`config.mk`:
```
export PLATFORM = sky130hd
export DESIGN_NAME = tx_response_scheduler
export DESIGN_NICKNAME = d
export VERILOG_FILES = /design/src/rtl/usb_tx_pkg.sv /design/src/rtl/tx_sched_timer.sv /design/src/rtl/tx_response_scheduler.sv
export SDC_FILE = /design/constraint.sdc
export NUM_CORES = 1
export LEC_CHECK = 0
export BUFFER_PORTS_ARGS = -buffer_cell sky130_fd_sc_hd__buf_2
export CORE_ASPECT_RATIO = 0.8
export CORE_MARGIN = 3
export CORE_UTILIZATION = 40
export DETAILED_ROUTE_END_ITERATION = 12
export SLEW_MARGIN = 0
export SYNTH_ARGS = -nofsm -noshare
export SYNTH_HDL_FRONTEND = slang
export SYNTH_HIERARCHICAL = 1
export SYNTH_SLANG_ARGS = --single-unit
```
`constraint.sdc`:
```
create_clock -name clk -period 3.6 [get_ports clk]
set_input_delay 0.36 -clock clk [delete_from_list [all_inputs] [get_ports clk]]
set_output_delay 0.36 -clock clk [all_outputs]
set_load 0.01 [all_outputs]
```
`src/rtl/usb_tx_pkg.sv`:
```
// Shared types and default timing for the USB TX response scheduler.
package usb_tx_pkg;

  localparam int unsigned PKT_W             = 3;
  localparam int unsigned DEF_TURNAROUND    = 16;
  localparam int unsigned DEF_START_TIMEOUT = 32;
  localparam int unsigned DEF_CNT_W         = 6;

  typedef enum logic [PKT_W-1:0] {
    PKT_IDLE  = 3'd0,
    PKT_DATA  = 3'd1,
    PKT_ACK   = 3'd2,
    PKT_NAK   = 3'd3,
    PKT_STALL = 3'd4
  } tx_pkt_t;

  typedef enum logic [2:0] {
    S_IDLE,
    S_GAP,
    S_LAUNCH,
    S_WAIT_ACT,
    S_ACTIVE,
    S_DONE,
    S_FAIL
  } sched_state_t;

  typedef struct packed {
    logic    valid;
    tx_pkt_t pkt;
  } pend_slot_t;

  // Software may only request real packet codes.
  function automatic logic req_code_ok(input logic [PKT_W-1:0] code);
    return (code != 3'd0) && (code <= 3'd4);
  endfunction

endpackage

```
`src/rtl/tx_sched_timer.sv`:
```
// Saturating up-counter with clear/enable and a terminal-match flag.
module tx_sched_timer #(
  parameter int unsigned CNT_W = 6
) (
  input  logic             clk,
  input  logic             n_rst,
  input  logic             clr,
  input  logic             en,
  input  logic [CNT_W-1:0] term,
  output logic [CNT_W-1:0] cnt,
  output logic             hit_c
);

  always_ff @(posedge clk) begin
    if (!n_rst)                 cnt <= '0;
    else if (clr)               cnt <= '0;
    else if (en && (cnt != '1)) cnt <= cnt + CNT_W'(1);
  end

  assign hit_c = (cnt == term);

endmodule

```
`src/rtl/tx_response_scheduler.sv`:
```
// Chooses the next TX packet from RX events / software requests, enforces the
// bus turnaround gap, launches it to tx_top and tracks completion or failure.
module tx_response_scheduler
  import usb_tx_pkg::*;
#(
  parameter int unsigned TURNAROUND    = DEF_TURNAROUND,
  parameter int unsigned START_TIMEOUT = DEF_START_TIMEOUT,
  parameter int unsigned CNT_W         = DEF_CNT_W
) (
  input  logic       clk,
  input  logic       n_rst,
  input  logic       rx_in_tok,
  input  logic       rx_data_done,
  input  logic       rx_data_err,
  input  logic       rx_buf_full,
  input  logic       ep_halt,
  input  logic       data_ready,
  input  logic [6:0] data_size,
  input  logic [6:0] buff_occ,
  input  logic       sw_req_valid,
  input  logic [2:0] sw_req_pkt,
  input  logic       TX_Transfer_Active,
  input  logic       tx_error,
  output logic [2:0] tx_packet,
  output logic       tx_busy,
  output logic       tx_done,
  output logic       tx_fail,
  output logic       evt_overrun
);

  sched_state_t     state, state_d;
  tx_pkt_t          code, code_d, in_tok_code, data_code, sw_code;
  pend_slot_t       pend, pend_d;
  logic             fail_flag, fail_flag_d;
  logic             overrun_d, sw_ok, rx_ev;
  logic [CNT_W-1:0] cnt, term;
  logic             hit_c, tmr_clr, tmr_en;

  assign tmr_clr = (state_d != state);
  assign tmr_en  = (state == S_GAP) || (state == S_WAIT_ACT);
  assign term    = (state == S_GAP) ? CNT_W'(TURNAROUND - 1) : CNT_W'(START_TIMEOUT - 1);

  tx_sched_timer #(.CNT_W(CNT_W)) u_timer (
    .clk   (clk),
    .n_rst (n_rst),
    .clr   (tmr_clr),
    .en    (tmr_en),
    .term  (term),
    .cnt   (cnt),
    .hit_c (hit_c)
  );

  // Response codes for the two RX event kinds.
  always_comb begin
    in_tok_code = PKT_NAK;
    if (ep_halt)
      in_tok_code = PKT_STALL;
    else if (data_ready && (buff_occ >= data_size) && (data_size != 7'd0))
      in_tok_code = PKT_DATA;
    data_code = PKT_ACK;
    if (ep_halt)          data_code = PKT_STALL;
    else if (rx_buf_full) data_code = PKT_NAK;
  end

  assign sw_ok   = sw_req_valid && req_code_ok(sw_req_pkt);
  assign sw_code = tx_pkt_t'(sw_req_pkt);
  assign rx_ev   = rx_in_tok || rx_data_done;

  always_comb begin
    state_d     = state;
    code_d      = code;
    pend_d      = pend;
    fail_flag_d = fail_flag;
    overrun_d   = 1'b0;

    // Requests that cannot be acted on now go to the pending slot.
    if ((state != S_IDLE) || rx_ev) begin
      if (sw_ok) begin
        if (pend.valid) overrun_d = 1'b1;
        else            pend_d = '{valid: 1'b1, pkt: sw_code};
      end
    end
    if ((state != S_IDLE) && rx_ev) overrun_d = 1'b1;

    case (state)
      S_IDLE: begin
        fail_flag_d = 1'b0;
        if (rx_in_tok) begin
          code_d  = in_tok_code;
          state_d = S_GAP;
          if (rx_data_done) overrun_d = 1'b1;
        end else if (rx_data_done && !rx_data_err) begin
          code_d  = data_code;
          state_d = S_GAP;
        end else if (!rx_ev && pend.valid) begin
          code_d       = pend.pkt;
          state_d      = S_GAP;
          pend_d.valid = sw_ok;
          if (sw_ok) pend_d.pkt = sw_code;
        end else if (!rx_ev && sw_ok) begin
          code_d  = sw_code;
          state_d = S_GAP;
        end
      end
      S_GAP:      if (hit_c) state_d = S_LAUNCH;
      S_LAUNCH:   state_d = S_WAIT_ACT;
      S_WAIT_ACT: begin
        if (TX_Transfer_Active) state_d = S_ACTIVE;
        else if (hit_c)         state_d = S_FAIL;
      end
      S_ACTIVE: begin
        if (tx_error) fail_flag_d = 1'b1;
        if (!TX_Transfer_Active)
          state_d = (fail_flag || tx_error) ? S_FAIL : S_DONE;
      end
      S_DONE:  state_d = S_IDLE;
      S_FAIL:  state_d = S_IDLE;
      default: state_d = S_IDLE;
    endcase
  end

  always_ff @(posedge clk) begin
    if (!n_rst) begin
      state       <= S_IDLE;
      code        <= PKT_IDLE;
      pend        <= '{valid: 1'b0, pkt: PKT_IDLE};
      fail_flag   <= 1'b0;
      tx_packet   <= 3'd0;
      tx_busy     <= 1'b0;
      tx_done     <= 1'b0;
      tx_fail     <= 1'b0;
      evt_overrun <= 1'b0;
    end else begin
      state       <= state_d;
      code        <= code_d;
      pend        <= pend_d;
      fail_flag   <= fail_flag_d;
      tx_packet   <= ((state_d == S_LAUNCH) || (state_d == S_WAIT_ACT)) ? code_d : 3'd0;
      tx_busy     <= (state_d != S_IDLE);
      tx_done     <= (state_d == S_DONE);
      tx_fail     <= (state_d == S_FAIL);
      evt_overrun <= overrun_d;
    end
  end

endmodule

```
======== Word level (Yosys, flattened, before mapping) ========
Index checks and enable logic that the tools add are counted.
W data, S select, Z words.
operators by class
  shift operators ......................... 0
  divide/modulo/power cells ............... 0
  bitwise gates (word level) .............. 1
  reduce and logical (&&, ||, !) cells .... 25
  magnitude comparators ................... 2
  add/sub/neg operators ................... 1
  equal/unequal tests ..................... 12
  muxes and demuxes ....................... 37
  multiply operators ...................... 0
operators with widths
  operator               count
  $mux W3                17
  $mux W4                6
  $pmux W3 S5            1
  $eq A3 B2 Y1 const B   4
  $eq A3 B3 Y1 const B   3
  $logic_and A1 B1 Y1    9
  $mux W1                9
  $reduce_bool A3 Y1     3
  $ge A7 B7 Y1           1
  $reduce_bool A7 Y1     1
  $add A6 B1 Y6 const B  1
  $eq A6 B5 Y1           1
  $ne A6 B6 Y1 const B   1
  $logic_or A1 B1 Y1     5
  $mux W5                1
  $mux W2                2
  $reduce_and A2 Y1      2
  $eq A3 B1 Y1 const B   1
  $le A3 B3 Y1 const B   1
  $logic_not A3 Y1       1
  $ne A3 B3 Y1           1
  $logic_not A1 Y1       2
  $ne A2 B2 Y1 const B   1
  $pmux W1 S2            1
  3 further kinds        3
word-level totals
  word-level logic and storage cells ...... 89
  bits in latches ......................... 0
  memories kept ........................... 0
  memory bits (read-only) ................. 0
  flip-flop bits (word level) ............. 24
  bits of input ports ..................... 28
  bits in writable memories ............... 0

======== Depth between registers and ports, before layout ========
  depth in word-level cells ............... 12
  depth in mapped cells ................... 12

======== Modules after synthesis ========
The synthesis kept the hierarchy.
by module, submodules not included
  module                 instances  cells each  area an instance (sq um)
  tx_response_scheduler  1          162         1234.9
  tx_sched_timer         1          47          429.2

======== Worst setup path before layout ========
OpenSTA, ideal clock, no wires.
  kind .................................... register to register
  start point ............................. reg state[0]
  end point ............................... reg u_timer.cnt[1]
  path slack .............................. 1.039 ns
  setup time .............................. 0.129 ns
  data arrival time ....................... 2.432 ns
  required time ........................... 3.471 ns
  buffers on the path ..................... 1
  stages on the path, launching flop included .. 13
  clock period less this slack ............ 2.561 ns
  cell sequence ........................... dfxtp_1 -> clkbuf_1 -> nor2b_1 -> nand2b_1 -> xnor2_1 -> nand4_1 -> nor3_1 -> a21oi_1 -> a221o_1 -> nand4_1 -> and4bb_1 -> a41oi_1 -> o211ai_1
RTL lines
  what                                                 RTL line                      text
  start, declared                                      tx_response_scheduler.sv:31   sched_state_t state, state_d;
  start signal, assigned                               tx_response_scheduler.sv:134  state <= state_d;
  $eq A3 B1 Y1 / $eq A3 B2 Y1 (equally long branches)  tx_response_scheduler.sv:40   assign tmr_en = (state == S_GAP) || (state == S_WAIT_ACT);
  $logic_or A1 B1 Y1 (*)                               tx_response_scheduler.sv:40
  via tmr_en                                           tx_response_scheduler.sv:37   logic hit_c, tmr_clr, tmr_en;
  $logic_and A1 B1 Y1 (*)                              tx_sched_timer.sv:17          else if (en && (cnt != '1)) cnt <= cnt + CNT_W'(1);
  end signal, assigned                                 tx_sched_timer.sv:17
  end, declared                                        tx_sched_timer.sv:10          output logic [CNT_W-1:0] cnt,
Mark *: on every way through the listed nets, which the timed path passes. The rest lies on a longest branch.
A chain may end at the register's enable or synchronous reset.

======== Worst setup path in the final report ========
Same ends and word-level chain as after synthesis.

==> qor.log <==
[clock_network] cts bufs inserted 3
[cells_and_area] post-route insts no fill 295
[logic_synthesis] Synth Instances 209
[logic_synthesis] Post-synth ARST share 0%
[clock_network] number of H-tree levels 1
[run] Maximum Capacitance Violations 0
[drt] routed via count 1,536
[timing] Hold WS 0.350 ns
[drt] TritonRoute pass-1 iters 4
[logic_synthesis] number of flops mapped to enable cells by yosys 0
[cells_and_area] Final Core Density 49.4%
[floorplanning] height of the die 63.7 um
[placement] Post-DP HPWL 2780 um
[floorplanning] Starting Density 42.6%
[floorplanning] I/O pin cnt 35
[timing] slew at the pin with the worst max-slew slack 0.582 ns
[placement] number of port buffers 34
[logic_synthesis] Yosys reg bits 24
[cells_and_area] commonest non-fill, non-tap cell in the layout sky130_fd_sc_hd__buf_2
[clock_network] TritonCTS clock tree yes
[cells_and_area] commonest cells after routing, fill and taps aside sky130_fd_sc_hd__buf_2 (34), sky130_fd_sc_hd__dfxtp_1 (24), sky130_fd_sc_hd__nor2_1 (18)
[floorplanning] Core Box Area 3900 sq um
[timing] pins over their slew limit 0
[drt] total wirelength of the detailed-routed design 3680 um
[worst_setup_path] Critical Path Fanout Max 12
[cells_and_area] storage element area 480 sq um
[worst_setup_path] series of cell instances along the critical path nor2b_1 -> nand2b_1 -> xnor2_1 -> nand4_1 -> nor3_1 -> a21oi_1 -> a221o_1 -> nand4_1 -> and4bb_1 -> a41oi_1 -> o211ai_1
[logic_synthesis] post-synthesis average cell area 7.96 sq um
[logic_synthesis] area fraction in and, or, nand and nor cells after synthesis 31.4%
[worst_setup_path] data arrival at the endpoint of the critical path 2.84 ns
[global_routing] wire length of the first global-routing pass 6380 um
[clock_network] count of clock tree sinks 24
[logic_synthesis] predominant post-synthesis flop cell sky130_fd_sc_hd__dfxtp_1
[cells_and_area] ANT cells 0
[worst_setup_path] CP delay by family, top simple AND/OR/NAND/NOR gates
[clock_network] postcts setup bufs 0
[worst_setup_path] CP Capture Type flip-flop
[timing] final setup vio count 0
[floorplanning] Placement Rows 20
[worst_setup_path] type of origin of the critical path flip-flop
[clock_network] CTS-repair resized insts 0
[cells_and_area] total area of multi-input combinational cells 1090 sq um
[worst_setup_path] slowest cell on the critical path sky130_fd_sc_hd__dfxtp_1
[worst_setup_path] peak per-stage delay on the critical path 0.56 ns
[logic_synthesis] portion of synthesized cell area occupied by the leading cell type 28.9%
[cells_and_area] proportion of layout cells with a drive suffix above 1 22.1%
[global_routing] initial antenna violation count 0
[worst_setup_path] worst path bufs/invs 0
[drt] average via count per standard cell 5.21
[cells_and_area] signed area change from the synthesized netlist to the final layout 15.8%
[timing] RSZ-0062 raised after global routing no
[logic_synthesis] Synth warnings 6
[logic_synthesis] dominant cell type by area after synthesis sky130_fd_sc_hd__dfxtp_1
[timing] Hold Violations, Final 0
[drt] detail-routed net length per standard cell 12.5 um
[clock_network] clock latency reported for the late side of the worst-skew pair 0.27 ns
[cells_and_area] fill cell count 403
[clock_network] maximum count of clock buffers along a single path 2
[power] power per cell area 337 nW/um^2
[drt] Routed Antenna Nets 0
[logic_synthesis] Cell variety after synth 55
[clock_network] clock root cell sky130_fd_sc_hd__clkbuf_8
[placement] Post-Place Setup Slack 0.997 ns
[logic_synthesis] post-synthesis compound-gate area fraction 22.9%
[global_routing] number of global-route vias before repair 1,384
[timing] Period Utilization, post-route 74.7%
[logic_synthesis] parity-gate share of the synthesized area counting xor and xnor cells 3.68%
[global_routing] Global Route Usage Sum 15.5%
[drt] drt drc 0
[global_routing] Congestion Overflow GR 0
[timing] Worst Slack Setup Final 0.912 ns
[logic_synthesis] largest family of logic cells by synthesized area simple AND/OR/NAND/NOR gates
[timing] summed negative setup slack over all endpoints 0 ns
[global_routing] largest net degree at the start of global routing 22
[worst_setup_path] class of the most critical setup path flip-flop to flip-flop
[timing] Clock Skew 0.00415 ns
[clock_network] CTS Hold Buffers Added 0
[power] leakage dissipation 0.790 nW
[placement] Inst Count DP 291
[hold_path] worst hold path type input port to flip-flop
[timing] Rel. slew slack 60.8%
[floorplanning] area enclosed by the die boundary 4980 sq um
[logic_synthesis] adder and majority gate portion of the synthesized area 6.02%
[outcome] status finished clean
[power] VDD IR-drop max 0.000163 V
[logic_synthesis] share of synthesized area spent on multiplexers 0.677%
[clock_network] CTS clk-pin slew, worst paths 0.09 ns
[logic_synthesis] sequential-to-total area share from yosys stat 28.9%
[worst_setup_path] data required time of the critical path 3.75 ns
[timing] fmax 372 MHz
[logic_synthesis] cell types with the largest area share after synthesis sky130_fd_sc_hd__dfxtp_1 (29%), sky130_fd_sc_hd__ha_1 (6.0%), sky130_fd_sc_hd__a21oi_1 (4.8%), sky130_fd_sc_hd__o21ai_0 (4.2%), sky130_fd_sc_hd__nor2_1 (4.1%)
[timing] fin crit period 2.69 ns
[worst_setup_path] dominant cell type by count on the critical path sky130_fd_sc_hd__nand4_1
[drt] number of design-rule violations left by the first detailed-router iteration 55
[cells_and_area] count of nets after finishing 277
[placement] gpl congestion 0.876
[floorplanning] die span in x 78.1 um
[logic_synthesis] netlist area before placement 1660 sq um
per-layer routing:
metal  routed length [um]  global-route usage (%)
met3                  204                    3.00
met2                 1490                    23.5
met5                    0                       0
met1                 1950                    23.0
met4                   23                    2.62
logic make-up after synthesis:
logic type / after synthesis
muxes: 1
and+or+nand+nor: 90
xor gates and xnor gates: 7
other: 2
adders and majority gates: 8
AOI/OAI and AO/OA: 57
buffers and inverters: 20
DFF: 24
worst reg2reg max path: cells and delay by family (launching register included):
family	cells	cell delay [ns]
AND/OR/NAND/NOR	6	1.12
AO/OA/AOI/OAI	4	0.75
flip-flops	1	0.56
XOR/XNOR	1	0.14
final timing paths:
kind                            cells after the start  slack (ns)              to  startpoint
worst max-delay path                               11        0.91  u_timer/cnt[1]    state[0]
worst min-delay path                                3        0.35       fail_flag    tx_error
worst max register to register                     11        0.91  u_timer/cnt[1]    state[0]
worst min register to register                      2        0.47         pend[0]     pend[0]
Yosys cell counts (2+ instances only):
cell                       instances
sky130_fd_sc_hd__nor3_1            5
sky130_fd_sc_hd__nor2b_1           7
sky130_fd_sc_hd__clkbuf_1          6
sky130_fd_sc_hd__ha_1              8
sky130_fd_sc_hd__nor3b_1           3
sky130_fd_sc_hd__o211ai_1          4
sky130_fd_sc_hd__nor2_1           18
sky130_fd_sc_hd__inv_1             9
sky130_fd_sc_hd__xor2_1            3
sky130_fd_sc_hd__nand4_1           7
sky130_fd_sc_hd__conb_1            2
sky130_fd_sc_hd__dfxtp_1          24
sky130_fd_sc_hd__and2_1            4
sky130_fd_sc_hd__nand2_1          12
sky130_fd_sc_hd__nor3_2            2
sky130_fd_sc_hd__a21oi_1          16
sky130_fd_sc_hd__o21ai_0          14
sky130_fd_sc_hd__xnor2_1           4
sky130_fd_sc_hd__buf_2             2
sky130_fd_sc_hd__a211oi_1          3
sky130_fd_sc_hd__nor4_1            2
sky130_fd_sc_hd__nand3_1           9
sky130_fd_sc_hd__nand4b_1          2
sky130_fd_sc_hd__or3_1             2
sky130_fd_sc_hd__buf_6             3
sky130_fd_sc_hd__a31oi_1           2
sky130_fd_sc_hd__nand2b_1          7
sky130_fd_sc_hd__o21a_1            2
where the power goes:
| part | switching [mW] | internal (mW) |
|---|---|---|
| clock network | 0.0857 | 0.149 |
| logic | 0.0686 | 0.0568 |
| registers | 0.0130 | 0.277 |
| total | 0.167 | 0.483 |
metrics by stage:
step / power [mW] / instance area [sq um]
3_3_place_gp: 0.420 / 1860
3_5_place_dp: 0.420 / 1860
6_report: 0.650 / 1930
2_1_floorplan: 0.383 / 1680
4_1_cts: 0.657 / 1930
5_1_grt: 0.684 / 1930
area by class of cell:
class / instances / area share [%]
repair buffers: 35 / 9.22
multi-input cells: 168 / 56.8
clock inverters: 1 / 1.56
clock buffers: 3 / 2.14
well taps: 55 / 3.57
flip-flops and latches: 24 / 24.9
inverters: 9 / 1.75
state kept, by name, summed over array words and instances, names as in the netlist:
register,count
state,3
tx_packet,3
pend,4
code,3
u_timer/cnt,6
evt_overrun,1
fail_flag,1
tx_done,1
tx_fail,1
tx_busy,1
(Power assumes the default switching activity.)
